### src/rtl/systolic_arbiter.sv
// rtl/systolic_arbiter.sv - round-robin sharing of one systolic array between two block requesters
//
// Ports:
//   clk, rst_n            clock (rising edge), asynchronous active-low reset
//   req0, req1            block requests, sampled only while idle
//   a0, b0, a1, b1        per-requester operand blocks (element 0 in the LSBs)
//   gnt0, gnt1            array ownership, one-hot or zero
//   done0, done1          one-cycle completion pulse for the owning requester
//   result                captured array result, held until the next capture
//   arr_load, arr_start   array load pulse and start window
//   arr_block_a/b         operands routed to the array from the owner
//   arr_result            result block returned by the array
//   busy                  high whenever a transaction is in flight
module systolic_arbiter #(
   parameter int DATA_W  = 16,
   parameter int J       = 2,
   parameter int K       = 2,
   parameter int MUL_LAT = 5
) (
   input  logic                    clk,
   input  logic                    rst_n,
   input  logic                    req0,
   input  logic                    req1,
   input  logic [J*K*DATA_W-1:0]   a0,
   input  logic [J*K*DATA_W-1:0]   b0,
   input  logic [J*K*DATA_W-1:0]   a1,
   input  logic [J*K*DATA_W-1:0]   b1,
   output logic                    gnt0,
   output logic                    gnt1,
   output logic                    done0,
   output logic                    done1,
   output logic [J*K*DATA_W-1:0]   result,
   output logic                    arr_load,
   output logic                    arr_start,
   output logic [J*K*DATA_W-1:0]   arr_block_a,
   output logic [J*K*DATA_W-1:0]   arr_block_b,
   input  logic [J*K*DATA_W-1:0]   arr_result,
   output logic                    busy
);

   typedef enum logic [1:0] {
      IDLE    = 2'd0,
      LOAD    = 2'd1,
      RUN     = 2'd2,
      RELEASE = 2'd3
   } state_t;

   localparam logic [7:0] CNT_LAST = 8'(MUL_LAT - 1);

   state_t     state, state_nxt;
   logic [7:0] cnt, cnt_nxt;
   logic       last, last_nxt;
   logic       gnt0_nxt, gnt1_nxt;
   logic       done0_nxt, done1_nxt;
   logic       load_nxt, start_nxt;
   logic       capture;

   always_comb begin
      state_nxt = state;
      cnt_nxt   = cnt;
      last_nxt  = last;
      gnt0_nxt  = gnt0;
      gnt1_nxt  = gnt1;
      done0_nxt = 1'b0;
      done1_nxt = 1'b0;
      load_nxt  = 1'b0;
      start_nxt = 1'b0;
      capture   = 1'b0;
      case (state)
         IDLE: begin
            // last==1 means requester 1 was served most recently, so 0 wins a tie
            if (req0 && (!req1 || last)) begin
               gnt0_nxt  = 1'b1;
               load_nxt  = 1'b1;
               state_nxt = LOAD;
            end else if (req1) begin
               gnt1_nxt  = 1'b1;
               load_nxt  = 1'b1;
               state_nxt = LOAD;
            end
         end
         LOAD: begin
            cnt_nxt   = 8'd0;
            start_nxt = 1'b1;
            state_nxt = RUN;
         end
         RUN: begin
            cnt_nxt = cnt + 8'd1;
            if (cnt == CNT_LAST) begin
               capture   = 1'b1;
               done0_nxt = gnt0;
               done1_nxt = gnt1;
               last_nxt  = gnt1;
               state_nxt = RELEASE;
            end else begin
               start_nxt = 1'b1;
            end
         end
         RELEASE: begin
            gnt0_nxt  = 1'b0;
            gnt1_nxt  = 1'b0;
            state_nxt = IDLE;
         end
         default: state_nxt = IDLE;
      endcase
   end

   always_ff @(posedge clk or negedge rst_n) begin
      if (!rst_n) begin
         state     <= IDLE;
         cnt       <= 8'd0;
         last      <= 1'b1;
         gnt0      <= 1'b0;
         gnt1      <= 1'b0;
         done0     <= 1'b0;
         done1     <= 1'b0;
         arr_load  <= 1'b0;
         arr_start <= 1'b0;
         result    <= '0;
      end else begin
         state     <= state_nxt;
         cnt       <= cnt_nxt;
         last      <= last_nxt;
         gnt0      <= gnt0_nxt;
         gnt1      <= gnt1_nxt;
         done0     <= done0_nxt;
         done1     <= done1_nxt;
         arr_load  <= load_nxt;
         arr_start <= start_nxt;
         if (capture) begin
            result <= arr_result;
         end
      end
   end

   // Operands follow the registered grant, so they are steady for the whole transaction
   assign arr_block_a = gnt0 ? a0 : (gnt1 ? a1 : '0);
   assign arr_block_b = gnt0 ? b0 : (gnt1 ? b1 : '0);
   assign busy        = (state != IDLE);

endmodule
### config.mk
export PLATFORM = sky130hd
export DESIGN_NAME = systolic_arbiter
export DESIGN_NICKNAME = d
export VERILOG_FILES = /design/src/rtl/systolic_arbiter.sv
export SDC_FILE = /design/constraint.sdc
export NUM_CORES = 1
export LEC_CHECK = 0
export ABC_AREA = 1
export BUFFER_PORTS_ARGS = -buffer_cell sky130_fd_sc_hd__buf_4
export CAP_MARGIN = 20
export CORE_AREA = 4 4 201 203
export DETAILED_ROUTE_END_ITERATION = 10
export DIE_AREA = 0 0 205 207
export SLEW_MARGIN = 15
export SYNTH_ARGS = -nofsm -noshare
export SYNTH_HDL_FRONTEND = slang
export SYNTH_SLANG_ARGS = --single-unit
### constraint.sdc
create_clock -name clk -period 1.8 [get_ports clk]
set_clock_uncertainty 0.1 [all_clocks]
set_input_delay 0.36 -clock clk [delete_from_list [all_inputs] [get_ports clk]]
set_output_delay 0.36 -clock clk [all_outputs]
set_load 0.1 [all_outputs]
==> results list <==
- In this run the tool buffered the top-level ports with roughly 520 buffer cells.
- Clock sink count: 81
- The worst setup path is launched from a flop.
* Std cell rows: 72
- For this run, design rule violations remaining after detail routing come to 0.
* Remaining global-route overflow: 0
* Cell area after synthesis: 5195 sq um
- Once the floorplan was initialized, standard cells occupied a little over an eighth of the core.
* Drt via density: between 4 and 5
* Number of flops mapped to enable cells by yosys: 0
* Destination of the worst hold path: result[5]$_DFFE_PN0P_
- Synth cell types: 21
- Counting instances in the post-synthesis netlist gives the leading cell types as sky130_fd_sc_hd__nand2_1 (407), sky130_fd_sc_hd__nand3_1 (199), sky130_fd_sc_hd__dfrtp_1 (80).
* DIE HEIGHT: ~210 um
- Initial DRC count: 443
* Final critical path time including I/O delays and setup: about 2.2 ns
* Slowest cell on crit path: sky130_fd_sc_hd__dfrtp_4
- Across all layers, the routed design uses about 7,700 vias.
* Mapped Avg Cell Area: approximately 6.4 sq um
- Global-route wire length before repair: about 50,000 um
- In this run the clock root is driven by a sky130_fd_sc_hd__clkbuf_16.
- By area the synthesized netlist is led by sky130_fd_sc_hd__dfrtp_1 (39%), sky130_fd_sc_hd__nand2_1 (29%), sky130_fd_sc_hd__nand3_1 (19%).
- Min-Delay Path Depth: 3
* Routability congestion estimate: 0.8649
* Source-to-sink clock delay at the later pin of the worst-skew pair: about 0.35 ns
- Outcome: finished with violations
* # fillers: 3,665
- Sum of met2 wire segment lengths after detailed routing: 19,150 um
- At the worst endpoint, the arrival time is 1.76 ns.
* CTS HTree Levels: 3
- Cells traversed along the worst timing path: inv_6 > buf_16 > nand3_2 > nand2_8 > buf_8
* Critical R2R Capture: result[11]$_DFFE_PN0P_
* Area occupied by registers: between 2000 and 2500 sq um
* Per-cell routed wire length: 19.01 um
- Most common cell in the netlist: sky130_fd_sc_hd__nand2_1
- Clock-pin slew was measured on the worst setup and hold paths at 0.07 ns.
- Counting the buffers created by CTS gives 9.
* Required time at the worst-slack endpoint: between 1 and 1.5 ns
- Worst hold-check slack: approximately 0.14 ns
* Tcrit/Tclk final: 123.2%
- Setup violations, final: around 130
- The total count of hold-check failures in the final report came to 0.
- Die width: around 200 um
- Internal reg-to-reg setup slack: roughly 0.060 ns
- Global routing used 15.72% of the available tracks across all layers.
* Measured slew at the worst slew-check pin: around 0.46 ns
- Post-Place Setup Slack: -0.2121 ns
- Cells fill roughly 40% of the core in the end.
- Maximum clock path buffer count: 2
* Post-DRT Antenna Nets: 0
- Footprint of the multi-input gates: just under 6000 sq um
* Number of nets in the finished design: ~1,700
* Path type of the worst setup path: reg -> out
* Dominant register cell in the synthesized netlist: sky130_fd_sc_hd__dfrtp_1
- Worst reg-to-reg path cell count: 9
- The checks that failed: setup timing.
- After synthesis, flip-flops and latches occupy 39.04% of the total area.
- The worst setup path is captured at an output pin.
- Wires add up to ~36,000 um.
- Synthesis inferred about 80 register bits.
- Final-report max-slew violation count: 0
- Top routing layer used: met4
- Hold Startpoint: arr_result[5]
* Wire length the detailed router placed on met1: ~12,000 um
- Largest net degree at the start of global routing: 69
- CORE AREA: a little under 40,000 sq um
- The first detailed-routing pass ran for 4 iterations.
- Derived from the worst setup path, the maximum achievable clock frequency is between 400 and 500 MHz.
- Net count of the mapped netlist: around 1,100
* HPWL Detailed: 28,520 um
* Max-Slew Margin vs Limit: 69.29%
- The synthesized design devotes to its leading area cell type between 30% and 40% of total area.
* Number of antenna violations at the first check in global routing: 6
- IO Count: ~520
* Final worst-path setup slack: -0.4175 ns
- Final non-filler cell area: between 15,000 and 20,000 sq um
- In this run the worst hold path is classified as in -> reg.
* Largest area contributor in the netlist: sky130_fd_sc_hd__dfrtp_1
- In the synthesized netlist, the number of instances is 812.
- Cells with a size suffix above 1 make up between 60% and 70% of the layout.
- Count of synthesis-stage warnings from yosys: 0
- Setup repair after global routing could not meet its margin everywhere.
- In this run the worst path has a maximum fanout of 17.
* Met3 wire length: 2824 um
* CTS tree: done
- The die covers 42,440 sq um.
- Reg-to-reg critical path startpoint: cnt[0]$_DFFE_PN0P_
- Area growth from synthesis to final layout: 192.8%
- Max Cap Violations: 0
- Post-synth ARST share: 100.0%
- Once placement finished, the instance area stood at about 13,000 sq um.
- The largest single stage delay on the critical path is between 0.5 and 0.6 ns.
- Via count of the first global-routing pass: around 8,200
area by class of cell:
type | count | area share (%)
clock buffers | 12 | 1.620
repair inverters | 1 | 0.05757
inverters | 18 | 0.5428
diodes | 6 | 0.09869
repair buffers | 596 | 41.21
flip-flops and latches | 81 | 13.38
clock inverters | 3 | 0.2796
multi-input cells | 648 | 38.55
well taps | 518 | 4.260
kinds of logic (layout without fill, tap and decap cells):
family / count (synthesis) / in the layout / synth area share (%)
buffers and inverters: 83 / 630 / 7.490
AND/OR/NAND/NOR: 628 / 628 / 50.67
flip-flops: 81 / 81 / 39.04
AO/OA/AOI/OAI: 14 / 14 / 1.349
other: 0 / 6 / 0
adder cells (fa/ha/maj): 6 / 6 / 1.445
per-stage QoR:
stage | setup TNS [ns] | instances
after CTS | -49.54 | 1876
after floorplan | -4.773 | 812
after detailed placement | -16.27 | 1850
after global routing | -55.43 | 1883
after global placement | -15.20 | 1850
final | -44.81 | 1883
worst max-delay path, delay by kind of cell, from the launching register on:
| kind | cells | cell delay, ns |
|---|---|---|
| and+or+nand+nor | 2 | 0.27 |
| DFF | 1 | 0.57 |
| buffers and inverters | 3 | 0.54 |
metal layers:
metal | GRT usage [%] | up-vias
li1 | - | 3694
met1 | 16.65 | 3628
met2 | 29.50 | 371
met3 | 3.926 | 50
met4 | 6.168 | 0
met5 | 0 | -
flip-flops by register name, summed over array words and instances, names as in the netlist:
signal / count
result: 64
last: 1
gnt0: 1
done1: 1
state: 2
done0: 1
cnt: 8
arr_load: 1
gnt1: 1
arr_start: 1
cell usage in the layout, fill, tap and decap left out, drive strengths merged, types with 6 or more instances in the layout:
cell | synthesis | routed
a21oi | 7 | 7
buf | 42 | 594
clkbuf | 23 | 13
dfrtp | 80 | 80
diode | 0 | 6
ha | 6 | 6
inv | 18 | 19
nand2 | 409 | 409
nand3 | 200 | 200
nor2 | 16 | 16
o21ai | 7 | 7
how the worst max path moves through the flow:
stage / from / to / depth (start not counted)
2_1_floorplan: gnt0$_DFFE_PN0P_ / arr_block_a[37] / 5
3_3_place_gp: gnt0$_DFFE_PN0P_ / arr_block_b[8] / 5
3_5_place_dp: gnt0$_DFFE_PN0P_ / arr_block_b[8] / 5
4_1_cts: gnt0$_DFFE_PN0P_ / arr_block_b[30] / 6
5_1_grt: gnt0$_DFFE_PN0P_ / arr_block_b[5] / 6
6_report: gnt0$_DFFE_PN0P_ / arr_block_b[25] / 5
repair_timing:
item	4_1_cts	5_1_grt
pin swaps	7	2
hold endpoints to repair	26	0
buffers inserted	7	1
gates cloned	3	1
hold buffers	1	0
gates resized for setup	403	61
setup endpoints to repair	139	199
Power is left out: the tool's default activity adds up to more than one toggle a clock period on the data nets, which glitch-free logic cannot reach.
